[src/rtl/present_pkg.sv]
// Shared types and helpers for the PRESENT-64 round engine.
// No ports; provides the round count, state width, FSM encoding and the
// pLayer bit permutation used by the datapath.
package present_pkg;

  localparam int ROUNDS  = 31;
  localparam int STATE_W = 64;

  typedef enum logic [1:0] {
    IDLE  = 2'd0,
    ROUND = 2'd1,
    DONE  = 2'd2
  } eng_state_e;

  // Bit i moves to (16*i) mod 63; bit 63 is a fixed point.
  function automatic logic [STATE_W-1:0] p_layer(input logic [STATE_W-1:0] s);
    logic [STATE_W-1:0] p;
    p = '0;
    for (int i = 0; i < 63; i++) begin
      p[6'((16 * i) % 63)] = s[i];
    end
    p[63] = s[63];
    return p;
  endfunction

endpackage

[src/rtl/present_key_update.sv]
// PRESENT key schedule step: rotate, substitute top nibble(s), mix round counter.
// Latency: combinational. Backpressure: none.
// Ports: key = current round key register, round = round counter (low 5 bits),
//        next_key = key register value for the following round.
module present_key_update
  import present_pkg::*;
#(
  parameter int KEY_W = 80
) (
  input  logic [KEY_W-1:0] key,
  input  logic [4:0]       round,
  output logic [KEY_W-1:0] next_key
);

  // Rotate left by 61 positions.
  logic [KEY_W-1:0] rot;
  assign rot = {key[KEY_W-62:0], key[KEY_W-1:KEY_W-61]};

  if (KEY_W == 80) begin : g_k80
    logic [3:0] sb_hi;
    present_sbox u_sbox_hi (.x(rot[79:76]), .y(sb_hi));
    assign next_key = {sb_hi, rot[75:20], rot[19:15] ^ round, rot[14:0]};
  end else if (KEY_W == 128) begin : g_k128
    logic [3:0] sb_hi;
    logic [3:0] sb_lo;
    present_sbox u_sbox_hi (.x(rot[127:124]), .y(sb_hi));
    present_sbox u_sbox_lo (.x(rot[123:120]), .y(sb_lo));
    assign next_key = {sb_hi, sb_lo, rot[119:67], rot[66:62] ^ round, rot[61:0]};
  end else begin : g_bad_key_w
    $error("present_key_update: KEY_W must be 80 or 128");
    assign next_key = '0;
  end

endmodule

[src/rtl/present_sbox.sv]
// PRESENT 4-bit substitution box.
// Latency: combinational. Backpressure: none.
// Ports: x = input nibble, y = substituted nibble.
module present_sbox (
  input  logic [3:0] x,
  output logic [3:0] y
);

  always_comb begin
    y = 4'h0;
    case (x)
      4'h0: y = 4'hC;
      4'h1: y = 4'h5;
      4'h2: y = 4'h6;
      4'h3: y = 4'hB;
      4'h4: y = 4'h9;
      4'h5: y = 4'h0;
      4'h6: y = 4'hA;
      4'h7: y = 4'hD;
      4'h8: y = 4'h3;
      4'h9: y = 4'hE;
      4'hA: y = 4'hF;
      4'hB: y = 4'h8;
      4'hC: y = 4'h4;
      4'hD: y = 4'h7;
      4'hE: y = 4'h1;
      4'hF: y = 4'h2;
      default: y = 4'h0;
    endcase
  end

endmodule

[src/rtl/present_round_engine.sv]
// Iterative PRESENT-64 encryption: one round per clock, key schedule in lock-step.
// Latency: accept at edge N -> out_valid_o after edge N+31; 1 block per 32 cycles streaming.
// Backpressure: result held in DONE until out_ready_i; in_ready_o only in IDLE or
//               in DONE while the result is being taken (same-cycle reload, no bubble).
// Ports: clk_i/rst_ni (sync, active-low); in_valid_i/in_ready_o/data_i/key_i input
//        handshake; out_valid_o/out_ready_i/data_o output handshake; busy_o = rounds running.
module present_round_engine
  import present_pkg::*;
#(
  parameter int KEY_W = 80
) (
  input  logic               clk_i,
  input  logic               rst_ni,
  input  logic               in_valid_i,
  output logic               in_ready_o,
  input  logic [STATE_W-1:0] data_i,
  input  logic [KEY_W-1:0]   key_i,
  output logic               out_valid_o,
  input  logic               out_ready_i,
  output logic [STATE_W-1:0] data_o,
  output logic               busy_o
);

  eng_state_e         fsm_q;
  logic [5:0]         round_q;
  logic [STATE_W-1:0] state_q;
  logic [KEY_W-1:0]   key_q;

  logic [STATE_W-1:0] rk;
  logic [STATE_W-1:0] add_out;
  logic [STATE_W-1:0] sb_out;
  logic [KEY_W-1:0]   key_nxt;
  logic               accept;

  // The round key is always the top 64 bits of the key register. In DONE the
  // register holds K32, so the same XOR provides the output whitening.
  assign rk      = key_q[KEY_W-1 -: STATE_W];
  assign add_out = state_q ^ rk;

  for (genvar g = 0; g < 16; g++) begin : g_sbox
    present_sbox u_sbox (.x(add_out[4*g +: 4]), .y(sb_out[4*g +: 4]));
  end

  present_key_update #(.KEY_W(KEY_W)) u_key_update (
    .key      (key_q),
    .round    (round_q[4:0]),
    .next_key (key_nxt)
  );

  assign in_ready_o  = (fsm_q == IDLE) || ((fsm_q == DONE) && out_ready_i);
  assign out_valid_o = (fsm_q == DONE);
  assign busy_o      = (fsm_q == ROUND);
  assign data_o      = out_valid_o ? add_out : '0;
  assign accept      = in_valid_i && in_ready_o;

  always_ff @(posedge clk_i) begin
    if (!rst_ni) begin
      fsm_q   <= IDLE;
      round_q <= '0;
      state_q <= '0;
      key_q   <= '0;
    end else begin
      case (fsm_q)
        ROUND: begin
          state_q <= p_layer(sb_out);
          key_q   <= key_nxt;
          round_q <= round_q + 6'd1;
          if (round_q == 6'(ROUNDS)) begin
            fsm_q <= DONE;
          end
        end
        IDLE, DONE: begin
          if (accept) begin
            state_q <= data_i;
            key_q   <= key_i;
            round_q <= 6'd1;
            fsm_q   <= ROUND;
          end else if ((fsm_q == DONE) && out_ready_i) begin
            fsm_q <= IDLE;
          end
        end
        default: fsm_q <= IDLE;
      endcase
    end
  end

endmodule

[config.mk]
export PLATFORM = sky130hd
export DESIGN_NAME = present_round_engine
export DESIGN_NICKNAME = d
export VERILOG_FILES = /design/src/rtl/present_pkg.sv /design/src/rtl/present_key_update.sv /design/src/rtl/present_sbox.sv /design/src/rtl/present_round_engine.sv
export SDC_FILE = /design/constraint.sdc
export NUM_CORES = 1
export LEC_CHECK = 0
export BUFFER_PORTS_ARGS = -buffer_cell sky130_fd_sc_hd__buf_2
export CORE_MARGIN = 2
export CORE_UTILIZATION = 34
export CTS_CLUSTER_DIAMETER = 50
export DETAILED_ROUTE_END_ITERATION = 8
export PLACE_DENSITY = 0.64
export SKIP_LAST_GASP = 1
export SLEW_MARGIN = 20
export SYNTH_ARGS = -nofsm -noshare
export SYNTH_HDL_FRONTEND = slang
export SYNTH_SLANG_ARGS = --single-unit
[constraint.sdc]
create_clock -name clk_i -period 2.6 [get_ports clk_i]
set_clock_uncertainty 0.1 [all_clocks]
set_input_delay 0 -clock clk_i [delete_from_list [all_inputs] [get_ports clk_i]]
set_output_delay 0 -clock clk_i [all_outputs]
set_load 0.05 [all_outputs]
==> reports/metrics.csv, run 1 <==
stage,metric,value,unit
cells_and_area,final_nets,1518,
cells_and_area,diodes,0,
worst_setup_path,endpoint_kind,flop,
route,route.detailed.wl_per_inst,19.1,um
worst_setup_path,crit_required,2.87,ns
floorplanning,die-area,0.0271,mm2
power_and_ir_drop,irDropWorstVdd,0.409,mV
cells_and_area,finalNonFillerCells,1673,
global_route,grt_use_total,22.5,%
logic_synthesis,synthCells,997,
cells_and_area,final_cell_mix,"214 x buf_2, 190 x nor2_1, 157 x dlygate4sd3_1",
clock_network,cts_buffer_depth,2,
route,firstDrtPassIters,5,
worst_setup_path,start_kind,flop,
logic_synthesis,avgSynthCellArea,8.80,um2
status,outcome,"complete, no violations",
power_and_ir_drop,switchingPower,2.37,mW
route,vias_per_cell,5.18,
place,hpwlAfterDp,21500,um
logic_synthesis,synth_top_area_share,35.6,%
power_and_ir_drop,pwr-share-comb,27.6,%
worst_setup_path,worstPathArrival,2.78,ns
clock_network,clkLatencyLatePin,0.43,ns
clock_network,clkTransAtPathRegs,0.07,ns
timing,setup_viol,0,
place,globalplace.congestion,0.879,
logic_synthesis,yosysWarnings,0,
global_route,grt_max_degree,199,
route,drc_errors,0,
timing,layout_min_cycle_time,2.51,ns
route,drtIter0Drc,783,
cells_and_area,fill_cells,2378,
floorplanning,coreArea,0.0253,mm2
power_and_ir_drop,p_leak,5.48,nW
logic_synthesis,synth_cell_type_count,41,
power_and_ir_drop,p_per_area,614,mW/mm2
clock_network,htree_levels,4,
min_path,hold_path.class,in -> reg,
clock_network,cts_sinks,156,
clock_network,cts_inserted_buffers,17,
global_route,grt_pass1_vias,8220,
floorplanning,floorplan.initialDensity,34.7,%
logic_synthesis,syn_area,0.00877,mm2
clock_network,cts_tree,done,
logic_synthesis,async_flop_share,0,%
global_route,grt_first_pass_wirelength,45900,um
logic_synthesis,synth-edff-count,0,
power_and_ir_drop,p_int,5.24,mW
logic_synthesis,ys.flop_type,dfxtp_1,
timing,hold_viol,0,
logic_synthesis,ys_seq_area_share,35.6,%
route,detail-route-antenna-nets,0,
logic_synthesis,synth-seq-cells,156,
timing,slew_viol_final,0,
cells_and_area,synthToLayoutAreaGrowth,41.3,%
cells_and_area,mostFrequentLayoutCell,buf_2,
logic_synthesis,yosys.area.top_type,dfxtp_1,
timing,tightestPinTransition,0.781,ns
timing,timing.final.crit_share,96.7,%
floorplanning,fp.dieW,165,um
logic_synthesis,ys_top_cells_by_area,"dfxtp_1 36%, mux2i_1 12%, xnor2_1 8.3%, nor2_1 8.1%, a211oi_1 6.6%",
logic_synthesis,synth_fp_nets,1185,
power_and_ir_drop,pwr-share-seq,37.8,%
cells_and_area,drive_gt1_share,21.6,%
global_route,grt_overflow_total,0,
route,finalWirelength,32000,um
clock_network,cts-root-buf,clkbuf_16,
power_and_ir_drop,swShare,31.1,%
route,vias,8661,
floorplanning,rows,58,
worst_setup_path,crit_type,reg -> reg,
place,dp.cells,1482,
floorplanning,die_h,165,um
job,cap_violations,0,
timing,rsz0062_at_grt,false,
worst_setup_path,r2r_slack,0.09,ns
worst_setup_path,crit_fanout,3,
timing,clock.fmax,0.398,GHz
global_route,antenna_found_initial,1,
floorplanning,ios,215,
timing,max-slew-margin-rel,47.9,%
place,io_buffers,214,
timing,tns,0,ns
power_and_ir_drop,pwr-share-clk,34.6,%
synth_stat cells (2+ instances only):
cell,n
a211oi_1,77
a21oi_1,43
a21oi_4,2
a221o_1,2
a22oi_1,32
and3_1,2
buf_1,9
buf_2,24
buf_6,2
clkbuf_1,37
dfxtp_1,156
ha_1,40
inv_1,56
mux2i_1,105
mux4_2,16
nand2_1,47
nand2b_1,2
nand4_1,3
nor2_1,190
nor3_1,2
o211ai_1,18
o21ai_0,24
o311ai_1,2
xnor2_1,83
xor2_1,7
metrics by stage:
| stage | hold slack, ns | setup slack (ns) | power, mW | area, um2 | util, % |
|---|---|---|---|---|---|
| floorplan | 0.0616 | 0.641 | 4.16 | 8770 | - |
| global placement | 0.148 | 0.443 | 4.71 | 10100 | 40.0 |
| detailed placement | 0.159 | 0.333 | 4.75 | 10100 | 40.0 |
| CTS | 0.0310 | 0.0249 | 7.58 | 12300 | 48.7 |
| global route | 0.0421 | 0.00160 | 7.96 | 12400 | 49.1 |
| finish | 0.0471 | 0.0852 | 7.61 | 12400 | 49.1 |
kinds of logic (layout without fill, tap and decap cells):
logic type,Yosys count,in the layout,synth area share [%]
compound gates,209,209,16.3
xor+xnor,90,90,8.99
fa+ha+maj,40,40,5.71
buf+inv,129,475,6.03
flops,156,156,35.6
mux,121,121,16.1
simple gates,252,252,11.3
power groups by stage:
stage               clock [mW]  sequential [mW]  combinational, mW
floorplan                    0             2.80               1.36
global placement             0             2.91               1.80
detailed placement           0             2.91               1.84
CTS                       2.66             2.86               2.06
global route              2.77             2.89               2.30
finish                    2.64             2.87               2.10
path summary, 6_finish.rpt:
kind / depth (start not counted) / end / startpoint
setup / recovery: 8 / state_q[10] / key_q[57]
hold / removal: 4 / key_q[18] / key_i[18]
setup reg to reg: 8 / state_q[10] / key_q[57]
hold reg to reg: 2 / state_q[29] / state_q[29]
cell type report:
cell class	instances	area (um2)	area share, %
clock buffer	23	478	3.86
clock inverter	9	135	1.09
multi-input combinational	712	5190	41.8
tap	330	413	3.33
sequential	156	3130	25.2
inverter	57	216	1.75
timing repair buffer	386	2840	22.9
registers in the layout (all words and copies together), names as in the netlist:
register	count
key_q	80
state_q	64
round_q	6
u_key_update.g_k80.u_sbox_hi.y	4
fsm_q	2
per-layer routing:
| layer | track usage (%) | vias to the layer above | part of all wire, % |
|---|---|---|---|
| met4 | 7.27 | 2 | 2.5 |
| met5 | 0 | - | 0.037 |
| li1 | - | 4103 | - |
| met1 | 30.6 | 4164 | 46 |
| met3 | 4.24 | 63 | 5.6 |
| met2 | 36.1 | 329 | 46 |
timing repair:
item                                    in CTS  in global routing
setup buffers                                0                  0
endpoints found under the setup margin       0                 26
resized for setup                            0                 11
hold buffers                               157                  0
endpoints found under the hold margin      141                  0
worst max-delay path, stage by stage, from the launching register on:
cell	delay, ns
dfxtp_1	0.45
xnor2_1	0.21
inv_1	0.10
ha_1	0.28
mux2i_1	0.08
xnor2_1	0.36
mux2i_1	0.14
a21oi_1	0.16
dlygate4sd3_1	0.57
(Power assumes the default switching activity.)
==> run 2, diff against run 1 <==
==> constraint.sdc (replaced) <==
create_clock -name clk_i -period 2.4 [get_ports clk_i]
set_clock_uncertainty 0.1 [all_clocks]
set_input_delay 0 -clock clk_i [delete_from_list [all_inputs] [get_ports clk_i]]
set_output_delay 0 -clock clk_i [all_outputs]
set_load 0.05 [all_outputs]
==> reports/metrics.csv, run 2 (synthesis results as in run 1) <==
stage,metric,value,unit
cells_and_area,largest_register,key_q,
power_and_ir_drop,power,8.22,mW
cells_and_area,synthToLayoutAreaGrowth,39.6,%
place,pre_cts_slack,0.214,ns
floorplanning,coreArea,0.0253,mm2
global_route,grt_use_total,22.5,%
cells_and_area,finalNonFillerCells,1668,
route,drc_errors,0,
clock_network,htree_levels,4,
route,drtIter0Drc,761,
route,detail-route-antenna-nets,0,
worst_setup_path,worstPathArrival,2.48,ns
worst_setup_path,start_kind,flop,
status,outcome,"complete, no violations",
cells_and_area,final_cell_area,0.0122,mm2
cells_and_area,drive_gt1_share,21.7,%
timing,rsz0062_at_grt,false,
clock_network,cts_sinks,156,
timing,max-slew-margin-rel,39.8,%
power_and_ir_drop,p_per_area,671,mW/mm2
clock_network,cts_buffer_depth,2,
power_and_ir_drop,irDropWorstVdd,0.369,mV
worst_setup_path,crit_type,reg -> reg,
clock_network,cts-root-buf,clkbuf_16,
job,cap_violations,0,
cells_and_area,mostFrequentLayoutCell,buf_2,
min_path,hold_path.class,in -> reg,
worst_setup_path,crit_required,2.66,ns
timing,whs,0.0237,ns
min_path,hold_start,key_i[16],
timing,worst_slack,0.178,ns
worst_setup_path,endpoint_kind,flop,
min_path,min_to,key_q[16],
cells_and_area,reg_top3,"key_q: 80 flops, state_q: 64 flops, round_q: 6 flops",
place,postPlaceCellArea,0.0102,mm2
route,firstDrtPassIters,5,
cells_and_area,final_nets,1511,
floorplanning,floorplan.initialDensity,34.7,%
cells_and_area,postLayoutCoreUtil,48.5,%
floorplanning,die_h,165,um
min_path,whs_path_depth,5,
worst_setup_path,r2r_cells,7,
timing,slew_viol_final,0,
floorplanning,ios,215,
clock_network,clkLatencyLatePin,0.43,ns
timing,setup_viol,0,
cells_and_area,final_cell_mix,"214 x buf_2, 190 x nor2_1, 155 x dfxtp_1",
timing,layout_min_cycle_time,2.22,ns
route,route.detailed.wl_per_inst,18.7,um
clock_network,cts_tree,done,
place,io_buffers,214,
worst_setup_path,r2r-start,fsm_q[0],
timing,tightestPinTransition,0.902,ns
place,dp.cells,1492,
cells_and_area,largest_register_ff_count,80,
timing,hold_viol,0,
floorplanning,die-area,0.0271,mm2
timing,tns,0,ns
place,globalplace.congestion,0.861,
worst_setup_path,r2r_end,u_key_update.g_k80.u_sbox_hi.y[2],
global_route,grt_overflow_total,0,
global_route,grt_first_pass_wirelength,45700,um
global_route,grt_max_degree,199,
clock_network,cts_inserted_buffers,17,
floorplanning,fp.dieW,165,um
global_route,antenna_found_initial,2,
route,finalWirelength,31100,um
global_route,grt_pass1_vias,8225,
worst_setup_path,r2r_slack,0.18,ns
route,vias,8536,
place,hpwlAfterDp,21900,um
clock_network,clkTransAtPathRegs,0.07,ns
route,vias_per_cell,5.12,
timing,clock.fmax,0.450,GHz
power_and_ir_drop,p_leak,5.40,nW
floorplanning,rows,58,
worst_setup_path,crit_fanout,21,
timing,timing.final.crit_share,92.6,%
## run 2: cell types whose count changed in the layout (fill, tap and decap cells not counted), sizes merged
cell and change:
clkbuf -3, inv -1, dlygate4sd3 -15, bufinv +1, diode +2, buf +10
clkinvlp +1
## run 2: worst max-delay path by stage
stage / slack (ns) / end / from
after global routing: 0.001 / u_key_update.g_k80.u_sbox_hi.y[2] / fsm_q[0]
final: 0.18 / u_key_update.g_k80.u_sbox_hi.y[2] / fsm_q[0]
after detailed placement: 0.21 / state_q[31] / key_q[76]
after global placement: 0.33 / state_q[31] / key_q[76]
after CTS: 0.04 / data_o[42] / fsm_q[0]
after floorplan: 0.44 / u_key_update.g_k80.u_sbox_hi.y[2] / fsm_q[0]
## run 2: routing by layer
layer	share of wire [%]	track usage (%)
met1	45	30.6
met2	46	36.1
met5	0	0
met4	2.5	7.51
met3	6.0	3.89
## run 2: layout make-up
class	instances	area, um2
diodes	2	5.00
flip-flops and latches	156	3130
multi-input cells	712	5130
fillers	2397	13000
inverters	57	216
well taps	330	413
clock buffers	22	464
clock inverters	10	164
repair buffers	379	2730
## run 2: power by group
| part | total [mW] | switching (mW) | internal, mW |
|---|---|---|---|
| Clock | 2.90 | 1.10 | 1.80 |
| Combinational | 2.23 | 1.14 | 1.08 |
| Sequential | 3.09 | 0.255 | 2.84 |
| Total | 8.22 | 2.50 | 5.72 |
## run 2: worst max-delay path: stages, from the launching register on
cell       delay [ns]
dfxtp_4          0.50
nor2_1           0.16
a21oi_4          0.18
a2bb2oi_1        0.46
inv_1            0.16
ha_1             0.25
o22a_1           0.21
o21ai_1          0.13
## run 2: timing repair
action,in CTS,in global routing
endpoints found under the setup margin,64,63
hold endpoints to repair,145,0
hold buffers,142,0
buffers inserted,0,0
resized for setup,1,3
